<file path="src/rtl/operand_streamer.sv">
// Operand streamer: reads a weight block then a vector block from operand memory and streams them out.
// Optional XOR checksum of transferred words is built when OPERAND_STREAMER_CHECKSUM_EN is defined.
module operand_streamer #(
  parameter int DATA_WIDTH = 32,
  parameter int ADDR_WIDTH = 10,
  parameter int LEN_WIDTH  = 8
) (
  input  logic                  clk,
  input  logic                  rst_n,
  input  logic                  start,
  input  logic [ADDR_WIDTH-1:0] base_addr,
  input  logic [LEN_WIDTH-1:0]  n_weights,
  input  logic [LEN_WIDTH-1:0]  n_vectors,
  output logic                  busy,
  output logic                  done,
  output logic                  mem_rd_en,
  output logic [ADDR_WIDTH-1:0] mem_rd_addr,
  input  logic [DATA_WIDTH-1:0] mem_rd_data,
  output logic                  src_vld,
  input  logic                  src_rdy,
  output logic [DATA_WIDTH-1:0] src_data,
  output logic                  src_kind,
  output logic                  src_last,
  output logic [DATA_WIDTH-1:0] checksum
);

  typedef enum logic [1:0] {IDLE, WEIGHTS, VECTORS, DRAIN} state_e;

  typedef struct packed {
    logic                  kind;
    logic                  last;
    logic [DATA_WIDTH-1:0] data;
  } word_t;

  state_e                state_q, state_d;
  logic [ADDR_WIDTH-1:0] addr_q, addr_d;
  logic [LEN_WIDTH-1:0]  cnt_q, cnt_d;
  logic [LEN_WIDTH-1:0]  nv_q, nv_d;
  logic                  infl_q, infl_d;
  logic                  infl_kind_q, infl_kind_d;
  logic                  infl_last_q, infl_last_d;
  logic [1:0]            occ_q, occ_d;
  word_t                 buf_q [2];
  word_t                 buf_d [2];
  logic                  done_q, done_d;

  word_t                 in_word;
  word_t                 q [3];
  logic [1:0]            total;
  logic                  pop;
  logic                  issue;

  // Returning read data joins the queue behind buffered words; an empty buffer shows it directly.
  always_comb begin
    in_word = '{kind: infl_kind_q, last: infl_last_q, data: mem_rd_data};
    q[0] = buf_q[0];
    q[1] = buf_q[1];
    q[2] = in_word;
    if (occ_q == 2'd0) begin
      q[0] = in_word;
    end else if (occ_q == 2'd1) begin
      q[1] = in_word;
    end
    total = occ_q + {1'b0, infl_q};
    pop   = (total != 2'd0) && src_rdy;
    occ_d = pop ? (total - 2'd1) : total;
    buf_d[0] = pop ? q[1] : q[0];
    buf_d[1] = pop ? q[2] : q[1];
    issue = ((state_q == WEIGHTS) || (state_q == VECTORS)) && (total < 2'd2);
  end

  always_comb begin
    state_d     = state_q;
    addr_d      = addr_q;
    cnt_d       = cnt_q;
    nv_d        = nv_q;
    infl_d      = issue;
    infl_kind_d = infl_kind_q;
    infl_last_d = infl_last_q;
    done_d      = 1'b0;
    case (state_q)
      IDLE: begin
        if (start) begin
          addr_d = base_addr;
          nv_d   = n_vectors;
          if (n_weights != '0) begin
            state_d = WEIGHTS;
            cnt_d   = n_weights;
          end else if (n_vectors != '0) begin
            state_d = VECTORS;
            cnt_d   = n_vectors;
          end else begin
            state_d = DRAIN;
          end
        end
      end
      WEIGHTS: begin
        if (issue) begin
          addr_d      = addr_q + ADDR_WIDTH'(1);
          cnt_d       = cnt_q - LEN_WIDTH'(1);
          infl_kind_d = 1'b0;
          infl_last_d = (cnt_q == LEN_WIDTH'(1)) && (nv_q == '0);
          if (cnt_q == LEN_WIDTH'(1)) begin
            if (nv_q != '0) begin
              state_d = VECTORS;
              cnt_d   = nv_q;
            end else begin
              state_d = DRAIN;
            end
          end
        end
      end
      VECTORS: begin
        if (issue) begin
          addr_d      = addr_q + ADDR_WIDTH'(1);
          cnt_d       = cnt_q - LEN_WIDTH'(1);
          infl_kind_d = 1'b1;
          infl_last_d = (cnt_q == LEN_WIDTH'(1));
          if (cnt_q == LEN_WIDTH'(1)) begin
            state_d = DRAIN;
          end
        end
      end
      DRAIN: begin
        // Finish on the edge that empties the pipeline so done follows the last transfer directly.
        if (occ_d == 2'd0) begin
          state_d = IDLE;
          done_d  = 1'b1;
        end
      end
      default: state_d = IDLE;
    endcase
  end

  always_ff @(posedge clk or negedge rst_n) begin
    if (!rst_n) begin
      state_q     <= IDLE;
      addr_q      <= '0;
      cnt_q       <= '0;
      nv_q        <= '0;
      infl_q      <= 1'b0;
      infl_kind_q <= 1'b0;
      infl_last_q <= 1'b0;
      occ_q       <= 2'd0;
      buf_q[0]    <= '0;
      buf_q[1]    <= '0;
      done_q      <= 1'b0;
    end else begin
      state_q     <= state_d;
      addr_q      <= addr_d;
      cnt_q       <= cnt_d;
      nv_q        <= nv_d;
      infl_q      <= infl_d;
      infl_kind_q <= infl_kind_d;
      infl_last_q <= infl_last_d;
      occ_q       <= occ_d;
      buf_q[0]    <= buf_d[0];
      buf_q[1]    <= buf_d[1];
      done_q      <= done_d;
    end
  end

  assign busy        = (state_q != IDLE);
  assign done        = done_q;
  assign mem_rd_en   = issue;
  assign mem_rd_addr = addr_q;
  assign src_vld     = (total != 2'd0);
  assign src_data    = src_vld ? q[0].data : '0;
  assign src_kind    = src_vld ? q[0].kind : 1'b0;
  assign src_last    = src_vld ? q[0].last : 1'b0;

`ifdef OPERAND_STREAMER_CHECKSUM_EN
  logic [DATA_WIDTH-1:0] cks_q, cks_d;

  always_comb begin
    cks_d = cks_q;
    if ((state_q == IDLE) && start) begin
      cks_d = '0;
    end else if (pop) begin
      cks_d = cks_q ^ q[0].data;
    end
  end

  always_ff @(posedge clk or negedge rst_n) begin
    if (!rst_n) begin
      cks_q <= '0;
    end else begin
      cks_q <= cks_d;
    end
  end

  assign checksum = cks_q;
`else
  assign checksum = '0;
`endif

endmodule

</file>
<file path="config.mk">
export PLATFORM = sky130hd
export DESIGN_NAME = operand_streamer
export DESIGN_NICKNAME = d
export VERILOG_FILES = /design/src/rtl/operand_streamer.sv
export SDC_FILE = /design/constraint.sdc
export NUM_CORES = 1
export LEC_CHECK = 0
export ABC_AREA = 0
export BUFFER_PORTS_ARGS = -buffer_cell sky130_fd_sc_hd__buf_2
export CAP_MARGIN = 20
export CORE_ASPECT_RATIO = 1.5
export CORE_MARGIN = 4
export CORE_UTILIZATION = 40
export CTS_BUF_LIST = sky130_fd_sc_hd__clkbuf_4 sky130_fd_sc_hd__clkbuf_8
export DETAILED_ROUTE_END_ITERATION = 7
export PLACE_DENSITY_LB_ADDON = 0.15
export SYNTH_ARGS = -nofsm -noshare
export SYNTH_HDL_FRONTEND = slang
export SYNTH_SLANG_ARGS = --single-unit
</file>
<file path="constraint.sdc">
create_clock -name clk -period 3.2 [get_ports clk]
set_input_delay 0 -clock clk [delete_from_list [all_inputs] [get_ports clk]]
set_output_delay 0 -clock clk [all_outputs]
set_load 0.1 [all_outputs]
</file>
; ---- Word-level counts from Yosys, hierarchy flattened
; Cells that the tools add are included.
[classes]
add_sub_neg = 4
n_mul = 0
n_div = 0
magnitude_cmp = 1
eq_ne = 13
shift = 0
mux = 38
bitwise_logic = 0
reduce_logical = 22
[op_table]
columns = cell, count
row1 = 34-bit 2-to-1 mux, 5
row2 = 8-bit 2-to-1 mux, 7
row3 = 32-bit 2-to-1 mux, 1
row4 = 8-bit one-hot mux with 3 select lines, 1
row5 = 8-bit nonzero test, 3
row6 = 10-bit 2-to-1 mux, 2
row7 = 10-bit one-hot mux with 2 select lines, 1
row8 = 2-bit 2-to-1 mux, 8
row9 = "10-bit by 1-bit adder with 10-bit output, second input constant", 1
row10 = 1-bit 2-to-1 mux, 10
row11 = "8-bit by 1-bit equality test with 1-bit output, second input constant", 1
row12 = 8-bit zero test, 1
row13 = "2-bit != test, second input constant", 4
row14 = 2-bit one-hot mux with 4 select lines, 1
row15 = 2-bit nonzero test, 4
row16 = "8-bit by 1-bit subtractor with 8-bit output, second input constant", 1
row17 = 2-bit zero test, 3
row18 = "2-bit by 1-bit != test with 1-bit output, second input constant", 3
row19 = 3-bit AND reduction, 2
row20 = 6-bit AND reduction, 1
row21 = 5-bit AND reduction, 1
row22 = "2-bit by 1-bit equality test with 1-bit output, second input constant", 2
row23 = "2-bit equality test, second input constant", 2
row24 = 1-bit one-hot mux with 2 select lines, 2
row25 = 9 further kinds, 11
[totals]
ff_bits = 102
latchBits = 0
mem_bits_rw = 0
romBits = 0
input_bits = 62
out_inout_bits = 80
wordCells = 93
n_memories = 0

; ---- Logic depth before layout (Yosys ltp)
[depth]
word_depth = 7
ltp_mapped = 12

; ---- Least setup slack after synthesis
; OpenSTA, ideal clock, no wires.
[synth_path]
kind = register to output
startpoint = reg infl_q
endpoint = out src_data[22]
arrival_ns = 2.978
t_required_ns = 3.200
path_slack_ns = 0.222
path_stages_with_launch = 8
path_cell_list = dfrtp_1 ha_1 xor2_1 inv_1 ha_1 buf_2 buf_1 a21oi_1
[synth_via]
elab_chain_len = 3
[synth_lines]
columns = element, line_no
row1 = start: declaration, 39  ; logic infl_q, infl_d;
row2 = start signal: assignment, 153  ; infl_q <= infl_d;
row3 = 2-bit by 1-bit adder with 2-bit output, 64  ; total = occ_q + {1'b0, infl_q};
row4 = 2-bit nonzero test, 167  ; assign src_vld = (total != 2'd0);
row5 = 32-bit 2-to-1 mux, 168  ; assign src_data = src_vld ? q[0].data : '0;
row6 = end: declaration, 21  ; output logic [DATA_WIDTH-1:0] src_data,
; No other way between the ends.

; ---- Worst setup path after layout
[layout_path]
startpoint = reg occ_q[0]
endpoint = out src_data[19]
[layout_via]
elab_chain_len = 3
[layout_lines]
columns = element, line_no
row1 = start: declaration, 42  ; logic [1:0] occ_q, occ_d;
row2 = start signal: assignment, 144  ; occ_q <= 2'd0;
row3 = start signal: assignment, 156  ; occ_q <= occ_d;
row4 = 2-bit by 1-bit adder with 2-bit output or 2-bit zero test (tied branches), "64, 59"
row5 = 2-bit nonzero test or 34-bit 2-to-1 mux (tied branches), "167, 59"
row6 = 32-bit 2-to-1 mux *, 168
; Mark *: on every way between the ends. The rest lies on a longest branch, timed or not.

==> metrics.txt <==
Slew @ Worst Pin=850 ps; most common cell after layout, fill and taps aside=nand2_1; clock slew at reported path FFs=90 ps; critical path required time=3200 ps; Reg-to-Reg Start=occ_q[0]$_DFF_PN0_; Hold WC Path Type=in2reg; crit path cell chain=buf_4 -> or2_4 -> buf_4 -> nand2_1 -> a21oi_1 -> buf_2; crit path max fanout=72; Worst Clk Skew=16.4 ps; Fin Setup TNS=0 ps; TritonCTS clock tree=yes; RSZ-0062 raised after global routing=false; ANT cells=0; largest area contributor in the netlist=dfrtp_1; routed len/inst=16.2 microns; drt total wl=17.7 mm; synth-to-layout area growth=22.3%; post-CTS setup buffer count=0; mapped cell area=6210 sq um; ys flop type=dfrtp_1; NumNets Final=963; Sink Count=102; Worst path top cell family by delay=buffers and inverters; Worst R2R Setup Slack=480 ps; H-tree depth=3; Starting Density=0.410; Top Ports=142; Post-Syn Instances=760; critical path class=reg2out; Post-Layout Cell Count=1095; layout cell share with drive strength beyond 1=0.218; Die Y=161 microns; drt drc=0; clock latency on the worst-skew pair=390 ps; Root Driver=clkbuf_8; core area=15100 sq um; DR iter-0 viols=394; Synth Area per Inst=8.17 sq um; status=finished, final reports clean; CP endpoint=src_data[19]; DR vias/cell=5.40; placed cell count=1027; CP Depth=6; total congestion overflow=0; synth top area cells=dfrtp_1 41%, nand2_1 9.5%, mux2_2 8.2%, a21oi_1 6.4%, o21ai_0 4.0%; Critical Path AT=2760 ps; final hold viol count=0; Port Buffer Count=109; Reg2Reg Depth=11; crit-path most repeated cell=buf_4; critical path's slowest cell=buf_4; DRT Pass-1 Iters=5; max cap viols=0; Worst Setup End Kind=output pin; first-pass GRT wire length=28.6 mm; Slew Limit Fails=0; die area=17600 sq um; Final Critical Period=2760 ps; initial antenna violation count=0; CP startpoint=occ_q[0]$_DFF_PN0_; largest stage delay on the critical path=620 ps; CTS max path bufs=2; vias in the first global route=5696; Slew HR=0.433; Reg-to-Reg End=buf_q[63]$_DFF_PN0_; gpl congestion=0.820; Async SR Flop Fraction=1.00; Die W=110 microns; CTS Buf Count=9; Fmax=0.362 GHz; detailed placement HPWL=11.7 mm; final setup fails=0; post-synthesis cell type count=50; FF+latch count, synth=102; row count=55; post-synth top area share=0.411; largest net degree at the start of global routing=73; startpoint types=flop; YS warnings=0; via count=5918; Post-DRT Antenna Nets=0; Final period util=0.864; post-synthesis sequential area ratio=0.411; Post-synth EDFFs=0; most frequent cells in the layout=157 x nand2_1, 108 x buf_2, 101 x dfrtp_1, 78 x a21oi_1, 52 x dlygate4sd3_1; Global Route Usage Sum=0.201; CP bufs+invs=3
-- worst min-delay path by stage --
stage | start | endpoint | cells after the start | slack (ps)
3_3_place_gp | rst_n | buf_q[7]$_DFF_PN0_ | 1 | 160
4_1_cts | n_weights[0] | cnt_q[0]$_DFFE_PN0P_ | 4 | 5
2_1_floorplan | rst_n | buf_q[0]$_DFF_PN0_ | 0 | -300
6_report | n_weights[0] | cnt_q[0]$_DFFE_PN0P_ | 4 | 10
3_5_place_dp | rst_n | buf_q[7]$_DFF_PN0_ | 1 | 170
5_1_grt | n_weights[0] | cnt_q[0]$_DFFE_PN0P_ | 4 | 10
-- cells in the mapped netlist (14+ instances only) --
cell type / number
a31oi_1: 35
dfrtp_1: 102
nand2_1: 157
nor3_1: 40
nor2_1: 52
a21oi_1: 79
buf_4: 33
inv_1: 14
o21ai_0: 50
mux2_2: 45
clkbuf_1: 47
-- sequential cells by signal, indices dropped and copies added, names as in the netlist --
name         flops
buf_q           68
mem_rd_addr     10
cnt_q            8
nv_q             8
occ_q            2
state_q          2
done             1
infl_kind_q      1
infl_last_q      1
infl_q           1
-- stage by stage --
step	worst slack (ps)	instance area (sq um)	util	hold WS, ps
3_5_place_dp	479	6840	0.452	170
3_3_place_gp	536	6840	0.452	156
2_1_floorplan	222	6320	-	-296
4_1_cts	169	7580	0.501	5.45
5_1_grt	214	7590	0.501	11.5
6_report	437	7590	0.501	13.3
-- cells by family (layout without fill, tap and decap cells) --
group | Yosys count | after routing | synth area share
and+or+nand+nor | 285 | 285 | 0.195
AOI/OAI and AO/OA | 208 | 208 | 0.198
DFF | 102 | 102 | 0.411
muxes | 48 | 48 | 0.0865
buffers and inverters | 103 | 208 | 0.0837
other | 1 | 32 | 0.000604
xor gates and xnor gates | 3 | 3 | 0.00423
adders and majority gates | 10 | 10 | 0.0202
-- repair_timing --
action	4_1_cts	5_1_grt
hold endpoints to repair	143	0
gates resized for setup	0	1
hold buffers	52	0
setup endpoints to repair	0	1
-- metal layers --
layer  GRT usage  vias up  share of wire
li1            -     2876              -
met1       0.252     2844           0.42
met2       0.350      175           0.51
met4      0.0618        0          0.017
met5           0        -              0
met3      0.0326       23          0.050
-- cell type report --
class / count / area (sq um)
clock buffer: 9 / 124
multi-input combinational: 586 / 3280
sequential: 102 / 2550
fill: 1464 / 7550
clock inverter: 7 / 103
tap: 199 / 249
inverter: 14 / 52.6
timing repair buffer: 178 / 1220
-- worst min-delay path, stage by stage --
cell and delay [ps]:
buf_2 90, a211oi_1 40, nor2_1 80, a22o_1 140
Power is not shown: default switching activity piles up to over one toggle a cycle in this logic, so the estimate is an artifact.
